<file path="config.mk">
export PLATFORM = sky130hd
export DESIGN_NAME = fft_out_serializer_flat
export DESIGN_NICKNAME = d
export VERILOG_FILES = /design/src/rtl/fft_stream_pkg.sv /design/src/rtl/fft_out_serializer_if.sv /design/src/rtl/fft_frame_bank.sv /design/src/rtl/fft_out_serializer.sv /design/src/flat_wrapper.sv
export SDC_FILE = /design/constraint.sdc
export NUM_CORES = 1
export LEC_CHECK = 0
export BUFFER_PORTS_ARGS = -buffer_cell sky130_fd_sc_hd__buf_2
export CAP_MARGIN = 40
export CORE_MARGIN = 10
export CORE_UTILIZATION = 45
export DETAILED_ROUTE_END_ITERATION = 10
export PLACE_DENSITY = 0.64
export SLEW_MARGIN = 20
export SYNTH_ARGS = -nofsm -noshare
export SYNTH_HDL_FRONTEND = slang
export SYNTH_HIERARCHICAL = 1
export SYNTH_SLANG_ARGS = --single-unit
</file>
<file path="constraint.sdc">
create_clock -name clk -period 1.95 [get_ports clk]
set_input_delay 0 -clock clk [delete_from_list [all_inputs] [get_ports clk]]
set_output_delay 0 -clock clk [all_outputs]
set_load 0.005 [all_outputs]
</file>
<file path="src/rtl/fft_stream_pkg.sv">
`default_nettype none
// ============================================================================
// fft_stream_pkg : shared constants, sample type and helpers for the FFT output stream
// Rev 1.0
// ============================================================================
package fft_stream_pkg;

   localparam int DW    = 16;
   localparam int N     = 8;
   localparam int LOG2N = 3;

   typedef struct packed {
      logic signed [DW-1:0] re;
      logic signed [DW-1:0] im;
   } cplx_t;

   typedef enum logic [0:0] {
      IDLE   = 1'b0,
      STREAM = 1'b1
   } out_state_e;

   // Radix-2 DIT/DIF natural <-> bit-reversed index mapping for 8 points.
   function automatic logic [LOG2N-1:0] bitrev3(input logic [LOG2N-1:0] b);
      return {b[0], b[1], b[2]};
   endfunction

endpackage
`default_nettype wire

</file>
<file path="src/rtl/fft_out_serializer_if.sv">
`default_nettype none
// ============================================================================
// fft_out_serializer_if : valid/ready complex-sample stream from serializer to consumer
// Rev 1.0
// ============================================================================
interface fft_out_serializer_if #(
   parameter int DW = 16
) ();

   logic          m_valid;
   logic          m_ready;
   logic [DW-1:0] m_re;
   logic [DW-1:0] m_im;
   logic [2:0]    m_idx;
   logic          m_last;

   modport master (
      output m_valid,
      output m_re,
      output m_im,
      output m_idx,
      output m_last,
      input  m_ready
   );

   modport slave (
      input  m_valid,
      input  m_re,
      input  m_im,
      input  m_idx,
      input  m_last,
      output m_ready
   );

endinterface
`default_nettype wire

</file>
<file path="src/rtl/fft_frame_bank.sv">
`default_nettype none
// ============================================================================
// fft_frame_bank : one frame of N complex words, parallel write-all, indexed read, full flag
// Rev 1.0
// ============================================================================
module fft_frame_bank
   import fft_stream_pkg::LOG2N;
#(
   parameter int DW = 16,
   parameter int N  = 8
) (
   input  logic              clk,
   input  logic              reset,
   input  logic              wr_en,
   input  logic [N*DW-1:0]   wr_re,
   input  logic [N*DW-1:0]   wr_im,
   input  logic              clr,
   input  logic [LOG2N-1:0]  rd_idx,
   output logic [DW-1:0]     rd_re,
   output logic [DW-1:0]     rd_im,
   output logic              full
);

   logic [DW-1:0] r_re [N];
   logic [DW-1:0] r_im [N];
   logic          r_full;

   always_ff @(posedge clk or negedge reset) begin
      if (!reset) begin
         for (int i = 0; i < N; i++) begin
            r_re[i] <= '0;
            r_im[i] <= '0;
         end
         r_full <= 1'b0;
      end else begin
         if (wr_en) begin
            for (int i = 0; i < N; i++) begin
               r_re[i] <= wr_re[i*DW +: DW];
               r_im[i] <= wr_im[i*DW +: DW];
            end
         end
         // A bank is only written while empty and only cleared while full,
         // so set and clear never collide; set is given priority regardless.
         if (wr_en) begin
            r_full <= 1'b1;
         end else if (clr) begin
            r_full <= 1'b0;
         end
      end
   end

   assign rd_re = r_re[rd_idx];
   assign rd_im = r_im[rd_idx];
   assign full  = r_full;

endmodule
`default_nettype wire

</file>
<file path="src/rtl/fft_out_serializer.sv">
`default_nettype none
// ============================================================================
// fft_out_serializer : ping-pong capture of parallel FFT frames, streamed one sample per beat
// Rev 1.0
// ============================================================================
module fft_out_serializer
   import fft_stream_pkg::LOG2N;
   import fft_stream_pkg::bitrev3;
#(
   parameter int DW     = 16,
   parameter int N      = 8,
   parameter int BITREV = 0
) (
   input  logic                 clk,
   input  logic                 reset,
   input  logic                 cap_valid,
   input  logic [N*DW-1:0]      y_re,
   input  logic [N*DW-1:0]      y_im,
   output logic                 cap_ready,
   fft_out_serializer_if.master m_if,
   output logic                 ovf,
   input  logic                 ovf_clr
);

   localparam logic [0:0]       c_st_idle   = fft_stream_pkg::IDLE;
   localparam logic [0:0]       c_st_stream = fft_stream_pkg::STREAM;
   localparam logic [LOG2N-1:0] c_last_beat = LOG2N'(N - 1);

   logic [0:0]       r_state;
   logic [0:0]       w_state_nxt;
   logic             r_wr_sel;
   logic             r_rd_sel;
   logic [LOG2N-1:0] r_beat;
   logic             r_ovf;

   logic [1:0]       w_full;
   logic [1:0]       w_wr_en;
   logic [1:0]       w_clr;
   logic [DW-1:0]    w_bank_re [2];
   logic [DW-1:0]    w_bank_im [2];

   logic [LOG2N-1:0] w_ord;
   logic             w_wr_full;
   logic             w_cap;
   logic             w_drop;
   logic             w_valid;
   logic             w_hs;
   logic             w_last_hs;
   logic             w_next_avail;
   logic [DW-1:0]    w_rd_re;
   logic [DW-1:0]    w_rd_im;

   // ------------------------------------------------------------------
   // Ping-pong storage
   // ------------------------------------------------------------------
   for (genvar b = 0; b < 2; b++) begin : g_bank
      fft_frame_bank #(
         .DW (DW),
         .N  (N)
      ) u_bank (
         .clk    (clk),
         .reset  (reset),
         .wr_en  (w_wr_en[b]),
         .wr_re  (y_re),
         .wr_im  (y_im),
         .clr    (w_clr[b]),
         .rd_idx (w_ord),
         .rd_re  (w_bank_re[b]),
         .rd_im  (w_bank_im[b]),
         .full   (w_full[b])
      );
   end

   if (BITREV != 0) begin : g_ord_rev
      assign w_ord = bitrev3(r_beat);
   end else begin : g_ord_nat
      assign w_ord = r_beat;
   end

   // The write bank can only be full when both are, so this is the drop test.
   // Full flags are registered: a bank released on this edge is not yet free.
   assign w_wr_full = w_full[r_wr_sel];
   assign w_cap     = cap_valid & ~w_wr_full;
   assign w_drop    = cap_valid & w_wr_full;

   assign w_valid   = (r_state == c_st_stream);
   assign w_hs      = w_valid & m_if.m_ready;
   assign w_last_hs = w_hs & (r_beat == c_last_beat);

   assign w_wr_en   = {w_cap & r_wr_sel, w_cap & ~r_wr_sel};
   assign w_clr     = {w_last_hs & r_rd_sel, w_last_hs & ~r_rd_sel};

   // While streaming, any capture necessarily lands in the other bank.
   assign w_next_avail = w_full[~r_rd_sel] | w_cap;

   // ------------------------------------------------------------------
   // Output FSM
   // ------------------------------------------------------------------
   always_comb begin
      w_state_nxt = r_state;
      case (r_state)
         c_st_idle: begin
            if (w_full[r_rd_sel] | w_cap) begin
               w_state_nxt = c_st_stream;
            end
         end
         c_st_stream: begin
            if (w_last_hs & ~w_next_avail) begin
               w_state_nxt = c_st_idle;
            end
         end
         default: w_state_nxt = c_st_idle;
      endcase
   end

   always_ff @(posedge clk or negedge reset) begin
      if (!reset) begin
         r_state  <= c_st_idle;
         r_wr_sel <= 1'b0;
         r_rd_sel <= 1'b0;
         r_beat   <= '0;
         r_ovf    <= 1'b0;
      end else begin
         r_state <= w_state_nxt;
         if (w_cap) begin
            r_wr_sel <= ~r_wr_sel;
         end
         if (w_last_hs) begin
            r_rd_sel <= ~r_rd_sel;
         end
         if (w_hs) begin
            r_beat <= r_beat + LOG2N'(1);
         end
         if (w_drop) begin
            r_ovf <= 1'b1;
         end else if (ovf_clr) begin
            r_ovf <= 1'b0;
         end
      end
   end

   // ------------------------------------------------------------------
   // Output muxing; data is forced to zero whenever no beat is offered
   // ------------------------------------------------------------------
   assign w_rd_re = w_bank_re[r_rd_sel];
   assign w_rd_im = w_bank_im[r_rd_sel];

   assign m_if.m_valid = w_valid;
   assign m_if.m_re    = w_valid ? w_rd_re : '0;
   assign m_if.m_im    = w_valid ? w_rd_im : '0;
   assign m_if.m_idx   = w_valid ? w_ord : '0;
   assign m_if.m_last  = w_valid & (r_beat == c_last_beat);

   // Derived purely from the bank full flops, so it never glitches.
   assign cap_ready = ~(&w_full);
   assign ovf       = r_ovf;

endmodule
`default_nettype wire

</file>
<file path="src/flat_wrapper.sv">
// flat-port wrapper written by rule: the top's interface ports become plain ports
module fft_out_serializer_flat import fft_stream_pkg::LOG2N; import fft_stream_pkg::bitrev3;
#(
   parameter int DW     = 16,
   parameter int N      = 8,
   parameter int BITREV = 0
)
  (clk, reset, cap_valid, y_re, y_im, cap_ready, ovf, ovf_clr, m_if_m_valid, m_if_m_re, m_if_m_im, m_if_m_idx, m_if_m_last, m_if_m_ready);
  fft_out_serializer_if #(.DW(DW)) m_if_i ();
  input  logic clk;
  input  logic reset;
  input  logic cap_valid;
  input  logic [N*DW-1:0] y_re;
  input  logic [N*DW-1:0] y_im;
  output logic cap_ready;
  output logic ovf;
  input  logic ovf_clr;
  output wire logic [$bits(m_if_i.m_valid)-1:0] m_if_m_valid;
  output wire logic [$bits(m_if_i.m_re)-1:0] m_if_m_re;
  output wire logic [$bits(m_if_i.m_im)-1:0] m_if_m_im;
  output wire logic [$bits(m_if_i.m_idx)-1:0] m_if_m_idx;
  output wire logic [$bits(m_if_i.m_last)-1:0] m_if_m_last;
  input wire logic [$bits(m_if_i.m_ready)-1:0] m_if_m_ready;
  assign m_if_m_valid = m_if_i.m_valid;
  assign m_if_m_re = m_if_i.m_re;
  assign m_if_m_im = m_if_i.m_im;
  assign m_if_m_idx = m_if_i.m_idx;
  assign m_if_m_last = m_if_i.m_last;
  assign m_if_i.m_ready = m_if_m_ready;
  fft_out_serializer #(.DW(DW), .N(N), .BITREV(BITREV)) u_core (.clk(clk), .reset(reset), .cap_valid(cap_valid), .y_re(y_re), .y_im(y_im), .cap_ready(cap_ready), .m_if(m_if_i), .ovf(ovf), .ovf_clr(ovf_clr));
endmodule
</file>
==> reports/metrics.cfg, run 1 <==
[synth]
synth-seq-cells = 521
yosysWarnings = 6
ys_types = 26
synth.area.mux_share_pct = 41.67
syn_area_um2 = 24050
synth_fa_ha_area_share_pct = 0.1040
syn_avg_cell_area_um2 = 16.91
synthSimpleGateAreaFrac_pct = 1.087
synth_top_family_by_area = multiplexers
syn-num-nets = 1685
syn_inst = 1422
synth-seq-area-share_pct = 54.20
synth_compound_area_share_pct = 0.2133
synthXorXnorAreaFrac_pct = 0.07283

[cts]
numCtsBuffers = 56
clockBufferDepth = 3
clock_sinks = 521
cts_tree = yes
clk_latency_ns = 0.60
cts-root-buf = clkbuf_16
path_clk_slew_ns = 0.07
cts.htree.levels = 2

[placement]
io_buffers = 299
place.gp.congestion = 0.7663
dp.cells = 2374
hpwlAfterDp_um = 41130

[final_layout]
stdcell_count = 2764
fill_cells = 3949
drive_above_1_share_pct = 56.38
nets = 2286
area_delta_synth_final_pct = 31.09

[timing]
hold_viol_final = 0
rsz0062_at_grt = true
finClkSkew_ns = 0.01818
setup_viol = 34
slew_headroom_pct = 68.99
finalSetupTns_ns = -21.64
period_share_pct = 137.3
worstMarginPinSlew_ns = 0.4651
fin_crit_ns = 2.677
fin_ws_ns = -0.7269
timing.fmax_ghz = 0.3736
slew_violations = 0

[drt]
drc_errors = 0
first_pass_iters = 4
antenna_left = 0
wl_um = 62590
via_per_inst = 5.381
first_iter_violations = 739
wire_per_inst_um = 22.64
num_vias = 14870

[critical_path]
critPathKind = register to primary output
cp_num_buf_inv = 3
crit_slowest_cell = mux4_1
cp-startpoint = u_core/r_beat[0]$_DFFE_PN0N_
worstPathCellList = buf_12 -> buf_4 -> mux4_1 -> mux2_2 -> mux2i_2 -> nor2b_1 -> buf_2
start_kind = register
r2r_slack_ns = -0.03
cp_top_family = multiplexers
r2r-start = u_core/r_beat[0]$_DFFE_PN0N_
crit_required_ns = 1.95
worstPathArrival_ns = 2.68
worstSetupEndpointType = primary output
critPathMaxFanout = 6
max_stage_delay_ns = 0.55

[die]
die_w_um = 251.2
core_um2 = 52760
io_pins = 300
die-area_um2 = 63100
start_util_pct = 45.59
dieHeight_um = 251.2
num_rows = 84

[global_route]
grt_pass1_wl_um = 97680
gr-total-overflow = 0
grt_usage_pct = 19.60
grt_max_degree = 79
antenna_found_initial = 12
grt_pass1_vias = 16670

[worst_hold_path]
hold_path_class = input port to asynchronous set/reset pin

[pwr]
leakagePower_nw = 13.65
irDropWorstVdd_mv = 0.8773
powerDensity_nw_per_um2 = 1666

[job]
cap_violations = 0

[run_status]
violations = setup timing
outcome = finished with violations

==> metal layers <==
metal / vias up / global-route usage (%) / wire, um
met3: 86 / 4.179 / 2869
met5: - / 0 / 57
met2: 321 / 33.07 / 31130
met1: 7878 / 25.36 / 27360
li1: 6580 / - / -
met4: 8 / 5.038 / 1172
==> flip-flops by register name (all words and copies together), names as in the netlist <==
name and count:
u_core/ovf 1, u_core/m_if.m_valid 1, u_core/r_wr_sel 1, u_core/r_beat 3, u_core/g_bank.u_bank/r_re 256, u_core/r_rd_sel 1
u_core/g_bank.u_bank/full 2, u_core/g_bank.u_bank/r_im 256
==> placed cells by master (no fill, tap or decap), types with 6 or more instances in the layout <==
master / instances
mux2_2: 561
dfrtp_1: 516
buf_2: 298
dlygate4sd3_1: 261
mux4_2: 104
clkbuf_16: 62
buf_12: 39
buf_4: 31
mux2i_1: 30
nor2b_1: 30
mux4_1: 24
clkbuf_1: 18
mux2_4: 17
clkbuf_8: 12
diode_2: 8
clkinv_2: 8
buf_6: 6
==> logic make-up after synthesis <==
logic type | Yosys count
and+or+nand+nor | 44
DFF | 521
adders and majority gates | 2
muxes | 739
xor gates and xnor gates | 2
AOI/OAI and AO/OA | 7
buffers and inverters | 107
==> worst paths after layout <==
check	end	cells after the start
max	m_if_m_re[5]	7
min	u_core/r_beat[0]$_DFFE_PN0N_	3
max reg2reg	u_core/g_bank[1].u_bank/full$_DFFE_PN0P_	9
min reg2reg	u_core/g_bank[0].u_bank/r_im[106]$_DFFE_PN0P_	1
max in group asynchronous	u_core/g_bank[0].u_bank/r_im[50]$_DFFE_PN0P_	4
min in group clk	u_core/g_bank[0].u_bank/r_im[102]$_DFFE_PN0P_	3
==> where the power goes <==
| group | leakage (nW) | internal [W] | switching, W | total, W |
|---|---|---|---|---|
| clock network | 0.917 | 0.00643 | 0.00429 | 0.0107 |
| logic | 6.50 | 0.0142 | 0.00799 | 0.0222 |
| registers | 6.23 | 0.0164 | 0.00325 | 0.0196 |
| total | 13.7 | 0.0370 | 0.0155 | 0.0525 |
==> cell type report <==
type                    instances  area (um2)  area share, %
clock buffers                  88        1684          5.341
diodes                          8       20.02        0.06349
inverters                       5       18.77        0.05952
flip-flops and latches        521       13050          41.39
well taps                     688       860.8          2.730
clock inverters                15       191.4         0.6071
multi-input cells             794       10280          32.60
repair buffers                645        5425          17.21
==> worst min-delay path, delay by kind of cell <==
kind	cells	cell delay (ns)
buf+inv	3	0.99
==> cells in the mapped netlist <==
cell	number	area, um2
nor2b_1	32	200.2
buf_6	15	168.9
xnor2_1	2	17.52
o221ai_1	1	8.760
and3_1	1	6.260
buf_8	1	15.01
o211ai_1	1	7.510
buf_2	64	320.3
a21o_1	2	15.01
mux2i_1	33	330.3
mux4_1	80	2102
mux4_2	48	1081
nand3_1	1	5.000
nand2_1	3	11.26
nor3_1	2	10.01
mux2_2	578	6509
o22ai_1	2	12.51
nor2_1	1	3.750
buf_1	6	22.52
clkbuf_1	14	52.55
and2_1	4	25.02
inv_1	5	18.77
o21bai_1	1	7.510
dfrtp_1	521	13040
ha_1	2	25.02
buf_12	2	40.04
==> stage by stage <==
stage / utilization (%) / setup WS, ns / power (W) / area [um2] / hold slack (ns)
finish: 59.76 / -0.7269 / 0.05252 / 31530 / 0.04424
global route: 59.76 / -0.8557 / 0.05563 / 31530 / 0.04381
CTS: 59.46 / -0.7856 / 0.05210 / 31370 / 0.01584
detailed placement: 50.80 / -0.1406 / 0.03999 / 26800 / -0.05389
global placement: 50.80 / -0.1058 / 0.03930 / 26800 / -0.04975
floorplan: - / 0.2212 / 0.03363 / 24050 / -0.2956
==> what timing repair did <==
item	4_1_cts	5_1_grt
buffers inserted	4	7
endpoints found under the setup margin	33	35
resized for setup	38	60
gates cloned	3	4
hold buffers	262	0
endpoints found under the hold margin	1041	0
No activity file was read; power rests on OpenSTA's default activity.
==> run 2: changes to the inputs <==
--- a/config.mk
+++ b/config.mk
@@ -11,2 +11,3 @@
 export CORE_UTILIZATION = 45
+export CTS_CLUSTER_SIZE = 20
 export DETAILED_ROUTE_END_ITERATION = 10
==> constraint.sdc (replaced) <==
create_clock -name clk -period 1.95 [get_ports clk]
set_input_delay 0.195 -clock clk [delete_from_list [all_inputs] [get_ports clk]]
set_output_delay 0.195 -clock clk [all_outputs]
set_load 0.005 [all_outputs]
==> reports/metrics.cfg, run 2 (synthesized netlist as in run 1, its figures left out) <==
[placement]
io_buffers = 299  ; unchanged
hpwlAfterDp_um = 41800  ; +1.6%
place_area_um2 = 26900  ; +0.35%
pre_cts_slack_ns = -0.3200  ; -0.1794 ns
place.gp.congestion = 0.7853  ; +2.5%

[drt]
first_pass_iters = 4  ; unchanged
wire_per_inst_um = 22.75  ; +0.46%
via_per_inst = 5.370  ; -0.20%
drc_errors = 0  ; unchanged
num_vias = 14870  ; -0.020%
first_iter_violations = 644  ; -13%
antenna_left = 0  ; unchanged
wl_um = 62990  ; +0.64%

[critical_path]
worstPathCellList = buf_12 -> clkbuf_16 -> mux4_2 -> mux2_4 -> mux2i_1 -> nor2b_1 -> buf_2
cp_top_family = multiplexers
crit_slowest_cell = dfrtp_4
worstPathArrival_ns = 2.69  ; about the same
worstSetupEndpointType = primary output
cp_num_buf_inv = 3  ; unchanged
start_kind = register
critPathMaxFanout = 9  ; +3
max_stage_delay_ns = 0.51  ; -0.04 ns
crit_required_ns = 1.75  ; -0.20 ns
critPathKind = register to primary output

[pwr]
leakagePower_nw = 13.78  ; +0.93%
powerDensity_nw_per_um2 = 1660  ; -0.33%
p_total_w = 0.05251  ; about the same
irDropWorstVdd_mv = 0.9646  ; +10%

[timing]
rsz0062_at_grt = true
finClkSkew_ns = 0.01272  ; -0.005455 ns
timing.fmax_ghz = 0.3462  ; -7.3%
fin_ws_ns = -0.9382  ; -0.2114 ns
period_share_pct = 148.1  ; +11 points
fin_crit_ns = 2.888  ; +0.2114 ns
hold_slack_ns = 0.07827  ; +0.03404 ns
hold_viol_final = 0  ; unchanged
slew_headroom_pct = 68.36  ; -0.63 points
worstMarginPinSlew_ns = 0.4746  ; +0.009441 ns
setup_viol = 34  ; unchanged
slew_violations = 0  ; unchanged

[final_layout]
final_core_util_pct = 59.96  ; +0.19 points
drive_above_1_share_pct = 56.07  ; -0.31 points
final_cell_area_um2 = 31630  ; +0.33%
reg_top3 = u_core/g_bank.u_bank/r_im: 256 flops, u_core/g_bank.u_bank/r_re: 256 flops, u_core/r_beat: 3 flops
fill_cells = 3933  ; -0.41%
final_common_cell = mux2_2
area_delta_synth_final_pct = 31.51
nets = 2293  ; +0.31%
most-common-layout-cells = 558 x mux2_2, 516 x dfrtp_1, 297 x buf_2, 261 x dlygate4sd3_1, 86 x mux4_2

[die]
core_um2 = 52760  ; unchanged
start_util_pct = 45.59  ; unchanged
die-area_um2 = 63100  ; unchanged
io_pins = 300  ; unchanged
dieHeight_um = 251.2  ; unchanged
num_rows = 84  ; unchanged
die_w_um = 251.2  ; unchanged

[global_route]
antenna_found_initial = 11  ; -1
grt_usage_pct = 19.69  ; +0.083 points
gr-total-overflow = 0  ; unchanged
grt_pass1_vias = 16860  ; +1.1%
grt_max_degree = 74  ; -6.3%
grt_pass1_wl_um = 98450  ; +0.78%

[cts]
clk_latency_ns = 0.60  ; about the same
numCtsBuffers = 56  ; unchanged
cts.htree.levels = 2  ; unchanged
path_clk_slew_ns = 0.06  ; about the same
clockBufferDepth = 3  ; unchanged
cts-root-buf = clkbuf_16
clock_sinks = 521  ; unchanged
cts_tree = yes

[run_status]
violations = setup timing
outcome = finished with violations

[job]
cap_violations = 0  ; unchanged

[worst_hold_path]
hold_path_class = input port to asynchronous set/reset pin

## run 2: cell count changes in the layout (fill, tap and decap cells not counted), moves of 3 or more
cell,delta
diode_2,-3
clkinv_2,+4
mux4_1,+18
mux2_4,+3
inv_6,+3
mux2_2,-3
buf_4,+10
clkbuf_1,-7
mux4_2,-18
## run 2: worst paths after layout
check	slack [ns]	endpoint	from	cells after the start
max	-0.94	m_if_m_re[12]	u_core/r_beat[0]$_DFFE_PN0N_	7
min	0.08	u_core/g_bank[0].u_bank/r_re[6]$_DFFE_PN0P_	reset	2
max reg2reg	0.18	u_core/g_bank[1].u_bank/r_re[43]$_DFFE_PN0P_	u_core/g_bank[1].u_bank/full$_DFFE_PN0P_	4
min reg2reg	0.49	u_core/g_bank[0].u_bank/r_re[72]$_DFFE_PN0P_	u_core/g_bank[0].u_bank/r_re[72]$_DFFE_PN0P_	1
max in group asynchronous	1.06	u_core/g_bank[0].u_bank/r_im[2]$_DFFE_PN0P_	reset	4
min in group clk	0.37	u_core/g_bank[1].u_bank/r_im[82]$_DFFE_PN0P_	y_im[34]	3
## run 2: per-stage QoR
stage | cells | setup TNS [ns]
after global routing | 2768 | -31.78
after CTS | 2750 | -29.55
after floorplan | 1422 | 0
after detailed placement | 2385 | -8.297
after global placement | 2385 | -7.520
final | 2769 | -28.02
## run 2: repair_timing
item / in CTS / in global routing
buffers inserted: 0 / 10
cloned: 0 / 4
endpoints found under the setup margin: 34 / 34
gates resized for setup: 22 / 63
pin swaps: 0 / 1
endpoints found under the hold margin: 870 / 0
hold buffers: 261 / 0
## run 2: area by class of cell
class	instances	area, um2	area share (%)
tap	688	860.8	2.721
sequential	521	13050	41.26
antenna	5	12.51	0.03955
clock inverter	22	207.7	0.6566
clock buffer	82	1660	5.249
timing repair buffer	652	5453	17.24
inverter	5	18.77	0.05933
multi-input combinational	794	10370	32.78
## run 2: per-layer routing
| layer | vias up | GRT usage [%] | wire (um) |
|---|---|---|---|
| met2 | 333 | 33.97 | 31860 |
| met4 | 12 | 5.194 | 1240 |
| met5 | - | 0 | 75 |
| met1 | 7843 | 24.80 | 26770 |
| li1 | 6592 | - | - |
| met3 | 90 | 4.148 | 3044 |
## run 2: report_power, final
| group | switching, W | total (W) | internal [W] | leakage [nW] |
|---|---|---|---|---|
| Combinational | 0.00811 | 0.0223 | 0.0142 | 6.62 |
| Sequential | 0.00318 | 0.0195 | 0.0164 | 6.23 |
| Clock | 0.00436 | 0.0107 | 0.00629 | 0.924 |
| Total | 0.0157 | 0.0525 | 0.0369 | 13.8 |
==> run 3: changes to the inputs <==
- SKIP_LAST_GASP: unset -> 1
==> reports/metrics.cfg, run 3 (synthesized netlist as in run 1, its figures left out) <==
[cts]
cts-root-buf = clkbuf_16
clockBufferDepth = 3  ; unchanged
path_clk_slew_ns = 0.06  ; about the same
clk_latency_ns = 0.60  ; about the same
cts_tree = yes
clock_sinks = 521  ; unchanged
cts.htree.levels = 2  ; unchanged
numCtsBuffers = 56  ; unchanged

[drt]
first_iter_violations = 640  ; -0.62%
first_pass_iters = 4  ; unchanged
via_per_inst = 5.349  ; -0.39%
wire_per_inst_um = 22.52  ; -0.98%
routed.top_layer = met5
num_vias = 14840  ; -0.21%
drc_errors = 0  ; unchanged
met2_length_um = 31410  ; -1.4%
antenna_left = 0  ; unchanged
wl_met1_um = 26970  ; +0.76%
wl_um = 62480  ; -0.80%
wl_met3_um = 2738  ; -10%

[die]
dieHeight_um = 251.2  ; unchanged
core_um2 = 52760  ; unchanged
num_rows = 84  ; unchanged
die_w_um = 251.2  ; unchanged
io_pins = 300  ; unchanged
die-area_um2 = 63100  ; unchanged
start_util_pct = 45.59  ; unchanged

[placement]
hpwlAfterDp_um = 41800  ; unchanged
pre_cts_slack_ns = -0.3200  ; unchanged
place.gp.congestion = 0.7853  ; unchanged
io_buffers = 299  ; unchanged

[timing]
hold_viol_final = 0  ; unchanged
finClkSkew_ns = 0.01339  ; +0.0006651 ns
worstMarginPinSlew_ns = 0.4849  ; +0.01038 ns
slew_violations = 0  ; unchanged
hold_slack_ns = 0.07902  ; +0.0007442 ns
rsz0062_at_grt = true
fin_crit_ns = 2.875  ; -0.01348 ns
finalSetupTns_ns = -28.43  ; -0.4063 ns
fin_ws_ns = -0.9248  ; +0.01348 ns
period_share_pct = 147.4  ; -0.69 points
timing.fmax_ghz = 0.3479  ; +0.47%
slew_headroom_pct = 67.67  ; -0.69 points
setup_viol = 34  ; unchanged

[final_layout]
final_common_cell = mux2_2
nets = 2294  ; +0.044%
drive_above_1_share_pct = 54.79  ; -1.3 points
most-common-layout-cells = 577 x mux2_2, 516 x dfrtp_1, 297 x buf_2, 261 x dlygate4sd3_1, 69 x mux4_1
reg_top3 = u_core/g_bank.u_bank/r_im: 256 flops, u_core/g_bank.u_bank/r_re: 256 flops, u_core/r_beat: 3 flops
area_delta_synth_final_pct = 31.54  ; about the same

[run_status]
outcome = finished with violations
violations = setup timing

[global_route]
grt_max_degree = 74  ; unchanged
grt_usage_pct = 19.62  ; -0.068 points
grt_pass1_wl_um = 98100  ; -0.35%
gr-total-overflow = 0  ; unchanged
antenna_found_initial = 14  ; +3
grt_pass1_vias = 16840  ; -0.10%

[pwr]
clkPwrFrac_pct = 20.5  ; +0.2 points
p_comb_share_pct = 42.0  ; -0.5 points
leakagePower_nw = 13.81  ; +0.26%
p_switching_w = 0.01541  ; -1.6%
p_int_w = 0.03643  ; -1.2%
power.switching_fraction_pct = 29.72  ; -0.085 points
powerDensity_nw_per_um2 = 1638  ; -1.3%
seqPwrFrac_pct = 37.5  ; +0.3 points
irDropWorstVdd_mv = 0.9479  ; -1.7%

[critical_path]
start_kind = register
crit_required_ns = 1.75  ; about the same
worstSetupEndpointType = primary output
critPathMaxFanout = 12  ; +3
worstPathArrival_ns = 2.68  ; about the same
critPathKind = register to primary output

[worst_hold_path]
hold_path_class = input port to asynchronous set/reset pin

[job]
cap_violations = 0  ; unchanged

-- run 3: layer usage --
layer / track usage, % / vias to the layer above
met3: 4.199 / 90
met2: 33.86 / 293
met5: 0 / -
met4: 5.246 / 12
met1: 24.64 / 7823
li1: - / 6621
-- run 3: final cells by class --
| class | count | area [um2] |
|---|---|---|
| antenna | 9 | 22.52 |
| clock buffer | 82 | 1660 |
| clock inverter | 22 | 207.7 |
| fill | 3919 | 21120 |
| inverter | 5 | 18.77 |
| multi-input combinational | 794 | 10400 |
| sequential | 521 | 13050 |
| tap | 688 | 860.8 |
| timing repair buffer | 653 | 5419 |
-- run 3: worst max-delay path, stage by stage, from the launching register on --
cell and delay (ns):
dfrtp_4 0.51, buf_4 0.18, clkbuf_16 0.19, mux4_1 0.57, mux2_2 0.27, mux2i_1 0.12, nor2b_1 0.10, buf_2 0.14
-- run 3: power groups by stage --
stage / registers (W) / clock network, W / logic (W)
CTS: 0.0194 / 0.0110 / 0.0212
global route: 0.0201 / 0.0114 / 0.0234
global placement: 0.0193 / 0 / 0.0201
floorplan: 0.0181 / 0 / 0.0156
finish: 0.0194 / 0.0107 / 0.0217
detailed placement: 0.0195 / 0 / 0.0206
-- run 3: timing repair --
item | CTS | global route
buffers inserted | 0 | 12
cloned | 0 | 3
hold buffers | 261 | 0
setup endpoints to repair | 34 | 34
resized for setup | 3 | 31
endpoints found under the hold margin | 870 | 0
-- run 3: per-stage QoR --
stage / instance area, um2 / util, % / cells / power [W]
detailed placement: 26900 / 50.98 / 2385 / 0.04013
global placement: 26900 / 50.98 / 2385 / 0.03942
CTS: 31390 / 59.50 / 2750 / 0.05153
floorplan: 24050 / - / 1422 / 0.03363
global route: 31630 / 59.95 / 2771 / 0.05494
finish: 31640 / 59.97 / 2774 / 0.05184
-- run 3: final timing paths --
path	cells after the start	slack, ns	from	endpoint
max	7	-0.92	u_core/r_beat[0]$_DFFE_PN0N_	m_if_m_im[10]
min	2	0.08	reset	u_core/g_bank[0].u_bank/r_re[6]$_DFFE_PN0P_
max reg2reg	4	0.18	u_core/g_bank[1].u_bank/full$_DFFE_PN0P_	u_core/g_bank[1].u_bank/r_re[43]$_DFFE_PN0P_
min reg2reg	1	0.49	u_core/g_bank[0].u_bank/r_re[72]$_DFFE_PN0P_	u_core/g_bank[0].u_bank/r_re[72]$_DFFE_PN0P_
max in group asynchronous	4	1.06	reset	u_core/g_bank[0].u_bank/r_im[2]$_DFFE_PN0P_
min in group clk	3	0.37	y_im[34]	u_core/g_bank[1].u_bank/r_im[82]$_DFFE_PN0P_
